[src/rtl/priority_decoder_3x8.sv]
// Registered 3-to-8 decoder that holds each accepted pattern for HOLD_CYCLES cycles.
// Defining PRIORITY_DECODER_BUFFER_EN adds a one-entry input buffer that is filled during a hold.
module priority_decoder_3x8 #(
    parameter int HOLD_CYCLES = 4,
    parameter int CNT_W       = 16
) (
    input  logic             clk,
    input  logic             rst_n,
    input  logic [2:0]       code,
    input  logic             code_v,
    input  logic             in_valid,
    output logic             in_ready,
    output logic [7:0]       out,
    output logic             out_valid,
    output logic             out_none,
    output logic [CNT_W-1:0] dec_cnt,
    output logic             o_dbg_state
);

    // Handshake: a transfer happens on a rising edge where in_valid && in_ready; in_ready is
    // derived from state, hold counter and buffer only, and in_valid may wait on in_ready.
    typedef enum logic {S_IDLE = 1'b0, S_HOLD = 1'b1} state_t;

    localparam logic [7:0] HOLD_INIT = 8'(HOLD_CYCLES - 1);

    state_t           r_state;
    state_t           w_next_state;
    logic [7:0]       r_hold_cnt;
    logic [7:0]       r_out;
    logic             r_out_valid;
    logic             r_out_none;
    logic [CNT_W-1:0] r_dec_cnt;

    logic             w_xfer;
    logic             w_cnt_zero;
    logic             w_pending;
    logic             w_load;
    logic             w_in_ready;
    logic [2:0]       w_src_code;
    logic             w_src_v;
    logic [7:0]       w_pattern;

    assign w_xfer     = in_valid && w_in_ready;
    assign w_cnt_zero = (r_hold_cnt == 8'd0);

`ifdef PRIORITY_DECODER_BUFFER_EN
    logic       r_buf_full;
    logic [2:0] r_buf_code;
    logic       r_buf_v;
    logic       w_buf_wr;
    logic       w_buf_rd;

    assign w_buf_wr   = w_xfer && (r_state == S_HOLD) && !w_cnt_zero;
    assign w_buf_rd   = (r_state == S_HOLD) && w_cnt_zero && r_buf_full;
    assign w_in_ready = (r_state == S_IDLE) || !r_buf_full;
    assign w_pending  = r_buf_full || w_xfer;
    // A buffered entry always wins at the end of a hold; in_ready is low then anyway.
    assign w_src_code = r_buf_full ? r_buf_code : code;
    assign w_src_v    = r_buf_full ? r_buf_v : code_v;

    always_ff @(posedge clk or negedge rst_n) begin
        if (!rst_n) begin
            r_buf_full <= 1'b0;
            r_buf_code <= 3'd0;
            r_buf_v    <= 1'b0;
        end else if (w_buf_wr) begin
            r_buf_full <= 1'b1;
            r_buf_code <= code;
            r_buf_v    <= code_v;
        end else if (w_buf_rd) begin
            r_buf_full <= 1'b0;
        end
    end
`else
    assign w_in_ready = (r_state == S_IDLE) || w_cnt_zero;
    assign w_pending  = w_xfer;
    assign w_src_code = code;
    assign w_src_v    = code_v;
`endif

    assign w_load = (r_state == S_IDLE) ? w_xfer : (w_cnt_zero && w_pending);

    always_comb begin
        w_pattern = 8'h00;
        if (w_src_v) begin
            w_pattern[w_src_code] = 1'b1;
        end
    end

    always_ff @(posedge clk or negedge rst_n) begin
        if (!rst_n) begin
            r_state <= S_IDLE;
        end else begin
            r_state <= w_next_state;
        end
    end

    always_comb begin
        w_next_state = r_state;
        case (r_state)
            S_IDLE: if (w_xfer) w_next_state = S_HOLD;
            S_HOLD: if (w_cnt_zero && !w_pending) w_next_state = S_IDLE;
            default: w_next_state = S_IDLE;
        endcase
    end

    always_comb begin
        in_ready    = w_in_ready;
        out         = r_out;
        out_valid   = r_out_valid;
        out_none    = r_out_none;
        dec_cnt     = r_dec_cnt;
        o_dbg_state = r_state;
    end

    // Pattern register and hold counter; a reload at cnt==0 leaves no gap cycle.
    always_ff @(posedge clk or negedge rst_n) begin
        if (!rst_n) begin
            r_out       <= 8'h00;
            r_out_valid <= 1'b0;
            r_out_none  <= 1'b0;
            r_hold_cnt  <= 8'd0;
        end else if (w_load) begin
            r_out       <= w_pattern;
            r_out_valid <= 1'b1;
            r_out_none  <= !w_src_v;
            r_hold_cnt  <= HOLD_INIT;
        end else if (r_state == S_HOLD) begin
            if (w_cnt_zero) begin
                r_out       <= 8'h00;
                r_out_valid <= 1'b0;
                r_out_none  <= 1'b0;
            end else begin
                r_hold_cnt <= r_hold_cnt - 8'd1;
            end
        end
    end

    always_ff @(posedge clk or negedge rst_n) begin
        if (!rst_n) begin
            r_dec_cnt <= '0;
        end else if (w_xfer && (r_dec_cnt != {CNT_W{1'b1}})) begin
            r_dec_cnt <= r_dec_cnt + CNT_W'(1);
        end
    end

endmodule

[config.mk]
export PLATFORM = sky130hd
export DESIGN_NAME = priority_decoder_3x8
export DESIGN_NICKNAME = d
export VERILOG_FILES = /design/src/rtl/priority_decoder_3x8.sv
export SDC_FILE = /design/constraint.sdc
export NUM_CORES = 1
export LEC_CHECK = 0
export CORE_ASPECT_RATIO = 0.8
export CORE_MARGIN = 5
export CORE_UTILIZATION = 54
export CTS_CLUSTER_SIZE = 8
export DETAILED_ROUTE_END_ITERATION = 10
export PLACE_DENSITY_LB_ADDON = 0.2
export SYNTH_ARGS = -nofsm -noshare
export SYNTH_HDL_FRONTEND = slang
export SYNTH_SLANG_ARGS = --single-unit
[constraint.sdc]
create_clock -name clk -period 4.5 [get_ports clk]
set_input_delay 1.125 -clock clk [delete_from_list [all_inputs] [get_ports clk]]
set_output_delay 1.125 -clock clk [all_outputs]
set_load 0.005 [all_outputs]
==> metrics, run 1 <==
Max VDD drop 260 uV; antenna-violating nets left 0; DP Area 0.00206 sq mm; met1 Usage GRT 22.3%; cell with the most instances after synthesis dfrtp_1; placeable core region 0.00304 sq mm; worst skew pair latency 0.29 ns; clock tree sinks 35; post-synthesis mux area share 2.47%; Worst Setup SP r_hold_cnt[3]; Peak Freq 0.304 GHz; met2 Use GR 29.1%; initial antenna violation count 0; CTS tree built; Yosys top cell by area dfrtp_1; fraction of layout cells with a size suffix above 1 9.73%; Synth Cell Area 0.00167 sq mm; Hold Vio Cnt, Final 0; die width 72.2 microns; Setup Skew 0.00678 ns; top cells by count, synth dfrtp_1, nor2_1, nand3_1, xnor2_1, nand2_1; Detail Placement HPWL 2470 microns; vias in the first global route 1,190; syn_nets 155; CP max stage delay 0.50 ns; Reg2Reg Launch Point r_hold_cnt[0]; number of synthesized flops with an enable pin 0; yosys warns 0; nets@finish 194; Comb power frac 5.3%; Ports 35; leakage power 0.906 nW; root buffer cell clkbuf_8; Die ar. 0.00432 sq mm; met3 usage 6.22%; async set-reset flop share out of synthesis 100%; Post-synth top flop dfrtp_1; first-pass GRT wire length 5740 microns; Cell Rows 18; required time of the critical path 3.38 ns; Worst-Margin Slew 0.638 ns; Pint 0.000517 W; drt total wl 3370 microns; Clock Tree Buf Depth 2; register share of total power 50.4%; Reg2Reg Depth 8; Max transition margin 57.5%; GPL Wtd Cong 0.807; post-cts hold buffer count 0; Resized Gates After CTS 0; n_diodes 0; xor/xnor share of the synthesized area 8.38%; largest net degree at the start of global routing 36; Reg2Reg Setup Slack 2.38 ns; number of synthesized register bits 35; CP startpoint kind flip-flop; Psw 0.000130 W; pins over their slew limit 0; GRT Total Usage 17.8%; Hold Path Depth 1; Max-cap violations 0; setup TNS 0 ns; simple-gate portion of the synthesized area 20.2%; Layout area overhead 30.0%; distinct cell type count after synthesis 38; switch share 20.1%; via density per instance 5.51; # DRC 0; Initial Util 55.0%; via count 1,240; 1st-iter DRT viols 82; fin area 0.00217 sq mm; Cell Pwr Density 298 mW/mm^2; Synth Instances 145; register area share after synthesis 52.4%; final setup fails 0; CP max-delay cell clkdlybuf4s50_1; Port Buffers 34; Most Crowded Layer GR met2; Worst EP arrival 2.17 ns; final worst path period need 3.29 ns; final cycle utilization of the critical path 73.2%; area fraction in compound gates after synthesis 11.5%; CP Cell Sequence nor4_2, and3_4, nor2_8, inv_4, clkdlybuf4s50_1; RSZ-0062 raised after global routing no; Worst setup EP type primary output; Post-Synth Adder-Cell Area 2.25%; Pre-antenna DRT Iters 4; Critical R2R Capture r_hold_cnt[5]; syn_area_per_cell 11.5 sq um; Synth top area share 52.4%; H-Tree Depth 2; Layout fillers 229; kind of critical path reg -> out; Post-CTS Setup Inserts 0; status complete, no violations; DR WL/cell 15.0 microns; end point of the critical path in_ready; Hold WC Path Type reg -> reg; Clock Pin Slew Worst Setup and Hold Paths 0.07 ns; Clk pwr share 44.3%; Inserted Clock Buffers 5; top cells by area, synth dfrtp_1, xnor2_1, xor2_1; chip height 59.8 microns; combinational family with the most area after synthesis simple AND/OR/NAND/NOR gates; CP max FO 8; total overflow reported by the global router 0
[layout by cell type, fill, tap and decap left out, types with 2 or more instances in the layout]
| cell | netlist | routed |
|---|---|---|
| nor4_2 | 2 | 2 |
| a32o_1 | 4 | 4 |
| nand4_1 | 3 | 3 |
| dfrtp_1 | 35 | 35 |
| ha_1 | 3 | 3 |
| nor2_1 | 10 | 10 |
| and4_1 | 4 | 4 |
| xnor2_1 | 9 | 9 |
| mux2i_1 | 3 | 3 |
| xor2_1 | 7 | 7 |
| o31ai_1 | 2 | 2 |
| and3_1 | 2 | 2 |
| clkdlybuf4s50_1 | 0 | 34 |
| nand2_1 | 8 | 8 |
| o21ai_0 | 4 | 4 |
| nand3_1 | 9 | 9 |
| inv_1 | 7 | 7 |
| clkbuf_8 | 0 | 6 |
| o211ai_1 | 2 | 2 |
| nand3b_1 | 2 | 2 |
| a22o_1 | 4 | 4 |
| a21oi_1 | 3 | 3 |
| nor3_1 | 4 | 4 |
[worst min path at each step]
stage             startpoint             to  slack (ns)
4_1_cts        r_hold_cnt[7]  r_hold_cnt[7]        0.50
5_1_grt        r_hold_cnt[0]  r_hold_cnt[0]        0.53
3_3_place_gp   r_hold_cnt[7]  r_hold_cnt[7]        0.47
2_1_floorplan  r_hold_cnt[7]  r_hold_cnt[7]        0.45
6_report         dec_cnt[12]    dec_cnt[12]        0.49
3_5_place_dp          out[3]         out[3]        0.48
[cell type report]
type                            instances  area [sq um]  area share [%]
Timing Repair Buffer                   35           348            16.0
Clock inverter                          2          35.0            1.61
Multi-Input combinational cell         99           749            34.5
Inverter                                8          32.5            1.50
Sequential cell                        35           876            40.3
Tap cell                               40          50.0            2.30
Clock buffer                            6          82.6            3.80
[worst max-delay path, delay by kind of cell (launching register included)]
kind	cells	cell delay (ns)
simple gates	3	0.85
buf+inv	2	0.58
flops	1	0.45
[per-layer routing]
metal	wire length, microns	vias to the layer above	part of all wire, %
met3	183	5	5.4
met1	1480	606	44
met2	1650	25	49
li1	-	604	-
met4	51	0	1.5
met5	0	-	0
[registers in the layout, indices dropped and copies added (netlist names)]
name and count:
out_valid 1, dec_cnt 16, out_none 1, r_hold_cnt 8
out 8, o_dbg_state 1
[logic make-up (layout without fill, tap and decap cells)]
group | Yosys count | in the layout
buf+inv | 11 | 51
flops | 35 | 35
xor+xnor | 16 | 16
fa+ha+maj | 3 | 3
simple gates | 53 | 53
mux | 4 | 4
compound gates | 23 | 23
[power groups by stage]
stage | sequential, W | combinational [W] | clock [W]
2_1_floorplan | 0.000332 | 0.00000891 | 0
3_3_place_gp | 0.000332 | 0.0000341 | 0
3_5_place_dp | 0.000332 | 0.0000349 | 0
4_1_cts | 0.000326 | 0.0000351 | 0.000295
5_1_grt | 0.000327 | 0.0000381 | 0.000311
6_report | 0.000326 | 0.0000342 | 0.000287
[per-stage QoR]
step / hold WS (ns) / util (%) / power (W) / setup WS (ns) / std cells
floorplan: 0.452 / - / 0.000341 / 1.92 / 145
global placement: 0.472 / 67.6 / 0.000366 / 1.41 / 217
detailed placement: 0.481 / 67.6 / 0.000367 / 1.31 / 217
CTS: 0.497 / 71.5 / 0.000657 / 1.18 / 225
global route: 0.527 / 71.5 / 0.000676 / 1.08 / 225
finish: 0.490 / 71.5 / 0.000647 / 1.21 / 225
(Power assumes the default switching activity.)
==> run 2, diff against run 1 <==
- CORE_UTILIZATION: 54 -> 45
- clock period: 4.5 -> 2.65 ns (I/O delays scaled with it)
==> metrics, run 2 (same netlist as run 1, synthesis figures left out) <==
status complete, no violations; post-cts hold buffer count 0 (unchanged); Initial Util 47.5% (-7.5 points); Worst Setup Slack, final 0.0732 ns (-1.13 ns); via density per instance 5.49 (-0.44%); Max transition margin 57.7% (+0.18 points); Die ar. 0.00504 sq mm (+17%); RSZ-0062 raised after global routing no; vias in the first global route 1,238 (+4.0%); CP startpoint kind flip-flop; Max-cap violations 0 (unchanged); initial antenna violation count 0 (unchanged); met1 Usage GRT 19.9% (-2.4 points); Inserted Clock Buffers 5 (unchanged); Most Crowded Layer GR met2; beginning of the worst hold path r_hold_cnt[7]; clock tree sinks 35 (unchanged); Worst-Margin Slew 0.635 ns (-0.00265 ns); CP max FO 8 (unchanged); antenna-violating nets left 0 (unchanged); Cell Pwr Density 445 mW/mm^2 (+49%); Critical R2R Capture r_hold_cnt[5]; Detail Placement HPWL 2490 microns (+0.90%); CP Buf/Inv Count 2 (unchanged); hold endpoint r_hold_cnt[7]; Setup Skew 0.00635 ns (-0.000430 ns); Hold WC Path Type reg -> reg; CP max stage delay 0.50 ns (about the same); CTS tree built; first-pass GRT wire length 6010 microns (+4.7%); chip height 64.5 microns (+7.9%); die width 78.1 microns (+8.2%); DR WL/cell 14.6 microns (-2.3%); Clock Pin Slew Worst Setup and Hold Paths 0.07 ns (about the same); Hold Vio Cnt, Final 0 (unchanged); Max VDD drop 283 uV (+8.6%); Port Buffers 34 (unchanged); final setup fails 0 (unchanged); CP Cell Sequence nor4_4, and3_4, nor2_8, inv_4, clkdlybuf4s50_1; drt total wl 3390 microns (+0.77%); via count 1,273 (+2.7%); n_diodes 0 (unchanged); Inst Count DP 221 (+1.8%); # DRC 0 (unchanged); fraction of layout cells with a size suffix above 1 13.2% (+3.4 points); Pre-antenna DRT Iters 5 (+1); final cycle utilization of the critical path 97.2%; nets@finish 199 (+2.6%); Setup Slack @ Placement 0.227 ns (-1.08 ns); leakage power 0.909 nW (+0.32%); pins over their slew limit 0 (unchanged); setup TNS 0 ns (unchanged); family with the most delay on the worst path simple AND/OR/NAND/NOR gates; Worst EP arrival 1.91 ns (-0.26 ns); Cell Rows 19 (+1); worst skew pair latency 0.28 ns (about the same); fin cells 232 (+3.1%); met2 Use GR 23.7% (-5.3 points); Reg2Reg Launch Point r_hold_cnt[0]; placeable core region 0.00352 sq mm (+16%); GPL Wtd Cong 0.836 (+3.6%); Hold Path Depth 1 (unchanged); most common cell after layout, fill and taps aside clkdlybuf4s50_1; 1st-iter DRT viols 48 (-41%); Reg2Reg Setup Slack 0.60 ns (-1.78 ns); root buffer cell clkbuf_8; Ports 35 (unchanged); Reg2Reg Depth 8 (unchanged); GRT Total Usage 15.1% (-2.7 points); H-Tree Depth 2 (unchanged); Largest register FFs 16 (unchanged); Layout area overhead 31.1%; Clock Tree Buf Depth 2 (unchanged); required time of the critical path 1.99 ns (-1.39 ns); Peak Freq 0.388 GHz; final worst path period need 2.58 ns; Layout fillers 292 (+28%); Worst setup EP type primary output; commonest cells after routing, fill and taps aside clkdlybuf4s50_1, dfrtp_1, nor2_1; largest net degree at the start of global routing 36 (unchanged); kind of critical path reg -> out; met3 usage 4.85% (-1.4 points); CP max-delay cell clkdlybuf4s50_1; total overflow reported by the global router 0 (unchanged)
==> run 2: final cells by class <==
class	instances	area [sq um]	share of cell area, %
timing repair buffer	40	385	17.6
multi-input combinational	99	761	34.7
tap	42	52.6	2.40
clock inverter	1	5.00	0.228
inverter	8	32.5	1.48
clock buffer	7	76.3	3.48
sequential	35	880	40.1
==> run 2: per-stage QoR <==
| stage | power, W | hold slack (ns) | utilization [%] | cell area (sq um) |
|---|---|---|---|---|
| final | 0.000976 | 0.493 | 62.3 | 2190 |
| after global routing | 0.00102 | 0.512 | 62.3 | 2190 |
| after CTS | 0.000991 | 0.492 | 61.7 | 2170 |
| after detailed placement | 0.000624 | 0.479 | 58.9 | 2070 |
| after global placement | 0.000623 | 0.477 | 58.9 | 2070 |
| after floorplan | 0.000578 | 0.367 | - | 1670 |
==> run 2: timing repair <==
item                                   CTS  global route
pin swaps                                1             2
cloned                                   0             0
resized for setup                        1             4
endpoints found under the hold margin    0             0
buffers inserted                         1             2
setup endpoints to repair                1             1
==> run 2: worst max-delay path by stage <==
stage,from,to,cells after the start
2_1_floorplan,in_valid,dec_cnt[1],6
3_3_place_gp,in_valid,dec_cnt[1],5
3_5_place_dp,in_valid,dec_cnt[1],5
4_1_cts,r_hold_cnt[2],in_ready,5
5_1_grt,r_hold_cnt[5],in_ready,5
6_report,r_hold_cnt[5],in_ready,5
==> run 2: report_power, final <==
part           switching, W  internal (W)
combinational     0.0000267     0.0000323
sequential        0.0000105      0.000543
clock              0.000179      0.000184
==> run 2: worst register-to-register path: stages (launching register included) <==
cell and delay [ns]:
dfrtp_1 0.38, inv_1 0.08, ha_2 0.22, and3_4 0.18
nor2_8 0.11, inv_4 0.06, or4_1 0.51, o311ai_1 0.28
o41ai_1 0.12
==> run 2: routing by layer <==
layer / up-vias / part of all wire [%]
li1: 616 / -
met1: 626 / 46
met2: 27 / 48
met3: 4 / 4.3
met4: 0 / 0.85
met5: - / 0
==> run 3, diff against run 2 <==
- CELL_PAD_IN_SITES_DETAIL_PLACEMENT: not set -> 2
- CELL_PAD_IN_SITES_GLOBAL_PLACEMENT: not set -> 2
- CORE_UTILIZATION: 45 -> 29
- clock period: 2.65 -> 2.25 ns (I/O delays scaled with it)
==> metrics, run 3 (same netlist as run 1, synthesis figures left out) <==
status complete, no violations; Max transition margin 65.6% (+7.9 points); Worst path depth 9 (+4); drt total wl 4770 microns (+41%); chip height 77.9 microns (+21%); 1st-iter DRT viols 24 (-50%); Die ar. 0.00739 sq mm (+47%); Layout fillers 608 (+110%); Hold WC Path Type reg -> reg; root buffer cell clkbuf_8; Inst Count DP 271 (+23%); Ports 35 (unchanged); Reg2Reg Launch Point r_hold_cnt[0]; # DRC 0 (unchanged); largest net degree at the start of global routing 36 (unchanged); CP max-delay cell or4_4; CTS tree built; Worst setup EP type flip-flop; Pre-antenna DRT Iters 4 (-1); nets@finish 212 (+6.5%); Reg2Reg Setup Slack 0.11 ns (-0.49 ns); Worst Setup SP r_hold_cnt[0]; fin cells 281 (+21%); Max-cap violations 0 (unchanged); required time of the critical path 2.40 ns (+0.41 ns); Reg2Reg Depth 9 (+1); CP Cell Sequence inv_1, ha_1, and3_4, nor2_8, inv_4, buf_4, or4_4, o311ai_1, o41ai_1; Worst EP arrival 2.29 ns (+0.38 ns); setup TNS 0 ns (unchanged); Cell Rows 24 (+5); first-pass GRT wire length 8270 microns (+38%); Critical R2R Capture r_hold_cnt[5]; CP max FO 7 (-1); Hold Vio Cnt, Final 0 (unchanged); Hold Path Depth 1 (unchanged); end point of the critical path r_hold_cnt[5]; Max VDD drop 280 uV (-0.87%); antenna-violating nets left 0 (unchanged); Detail Placement HPWL 3710 microns (+49%); CP startpoint kind flip-flop; GRT Total Usage 14.5% (-0.54 points); leakage power 0.980 nW (+7.8%); GPL Wtd Cong 0.810 (-3.0%); Layout area overhead 39.2%; via count 1,355 (+6.4%); final worst path period need 2.14 ns; final cycle utilization of the critical path 95.2%; initial antenna violation count 0 (unchanged); Worst-Margin Slew 0.512 ns (-0.123 ns); Clock Tree Buf Depth 2 (unchanged); DR WL/cell 17.0 microns (+16%); Core Util, Final 42.1% (-20 points); DP Area 0.00222 sq mm (+7.2%); Cell Pwr Density 501 mW/mm^2 (+13%); H-Tree Depth 2 (unchanged); pins over their slew limit 0 (unchanged); fin area 0.00233 sq mm (+6.2%); via density per instance 4.82 (-12%); total overflow reported by the global router 0 (unchanged); post-cts hold buffer count 0 (unchanged); most common cell after layout, fill and taps aside dfrtp_1; kind of critical path reg -> reg; n_diodes 0 (unchanged); Setup Skew 0.00740 ns (+0.00105 ns); Peak Freq 0.467 GHz; Clock Pin Slew Worst Setup and Hold Paths 0.07 ns (about the same); worst skew pair latency 0.28 ns (about the same); CP max stage delay 0.46 ns (-0.04 ns); die width 94.9 microns (+21%); clock tree sinks 35 (unchanged); family with the most delay on the worst path simple AND/OR/NAND/NOR gates; Initial Util 30.3% (-17 points); Largest register FFs 16 (unchanged); vias in the first global route 1,561 (+26%); fraction of layout cells with a size suffix above 1 17.7% (+4.6 points); CP Buf/Inv Count 3 (+1); Inserted Clock Buffers 5 (unchanged); commonest cells after routing, fill and taps aside dfrtp_1, clkdlybuf4s50_1, buf_4; Port Buffers 34 (unchanged); final setup fails 0 (unchanged); placeable core region 0.00553 sq mm (+57%)
-- run 3: cell types whose count changed in the layout (fill, tap and decap cells not counted), sizes merged --
cell	delta
buf	+13
clkbuf	+1
clkdlybuf4s50	-1
-- run 3: per-stage QoR --
step | power (W) | hold slack [ns] | setup slack (ns)
after floorplan | 0.000681 | 0.267 | 0.231
after global placement | 0.000736 | 0.477 | -0.0443
after detailed placement | 0.000741 | 0.487 | -0.0963
after CTS | 0.00119 | 0.504 | 0.0256
after global routing | 0.00122 | 0.526 | -0.00911
final | 0.00117 | 0.503 | 0.108
-- run 3: how the worst min path moves through the flow --
stage,start,endpoint,slack (ns)
floorplan,rst_n,dec_cnt[0],0.27
global placement,r_hold_cnt[7],r_hold_cnt[7],0.48
detailed placement,out[5],out[5],0.49
CTS,out[5],out[5],0.50
global route,out[3],out[3],0.53
finish,out[5],out[5],0.50
-- run 3: routing by layer --
layer,wire length (microns),global-route usage [%]
met4,23,3.89
met3,247,4.45
met2,2270,23.8
met5,0,0
met1,2230,18.5
-- run 3: power by group --
group	internal (W)	leakage (nW)	switching (W)
Sequential	0.000639	0.432	0.0000145
Clock	0.000217	0.0422	0.000223
Combinational	0.0000382	0.506	0.0000342
-- run 3: final cells by class --
| class | count | area, sq um | area share, % |
|---|---|---|---|
| inverters | 8 | 32.5 | 1.40 |
| repair buffers | 53 | 478 | 20.5 |
| flip-flops and latches | 35 | 876 | 37.6 |
| multi-input cells | 99 | 762 | 32.7 |
| clock buffers | 7 | 76.3 | 3.28 |
| clock inverters | 1 | 5.00 | 0.215 |
| well taps | 78 | 97.6 | 4.19 |
-- run 3: what timing repair did --
item | CTS | global route
setup buffers | 1 | 1
resized for setup | 3 | 2
pin swaps | 2 | 2
endpoints found under the setup margin | 2 | 2
hold endpoints to repair | 0 | 0
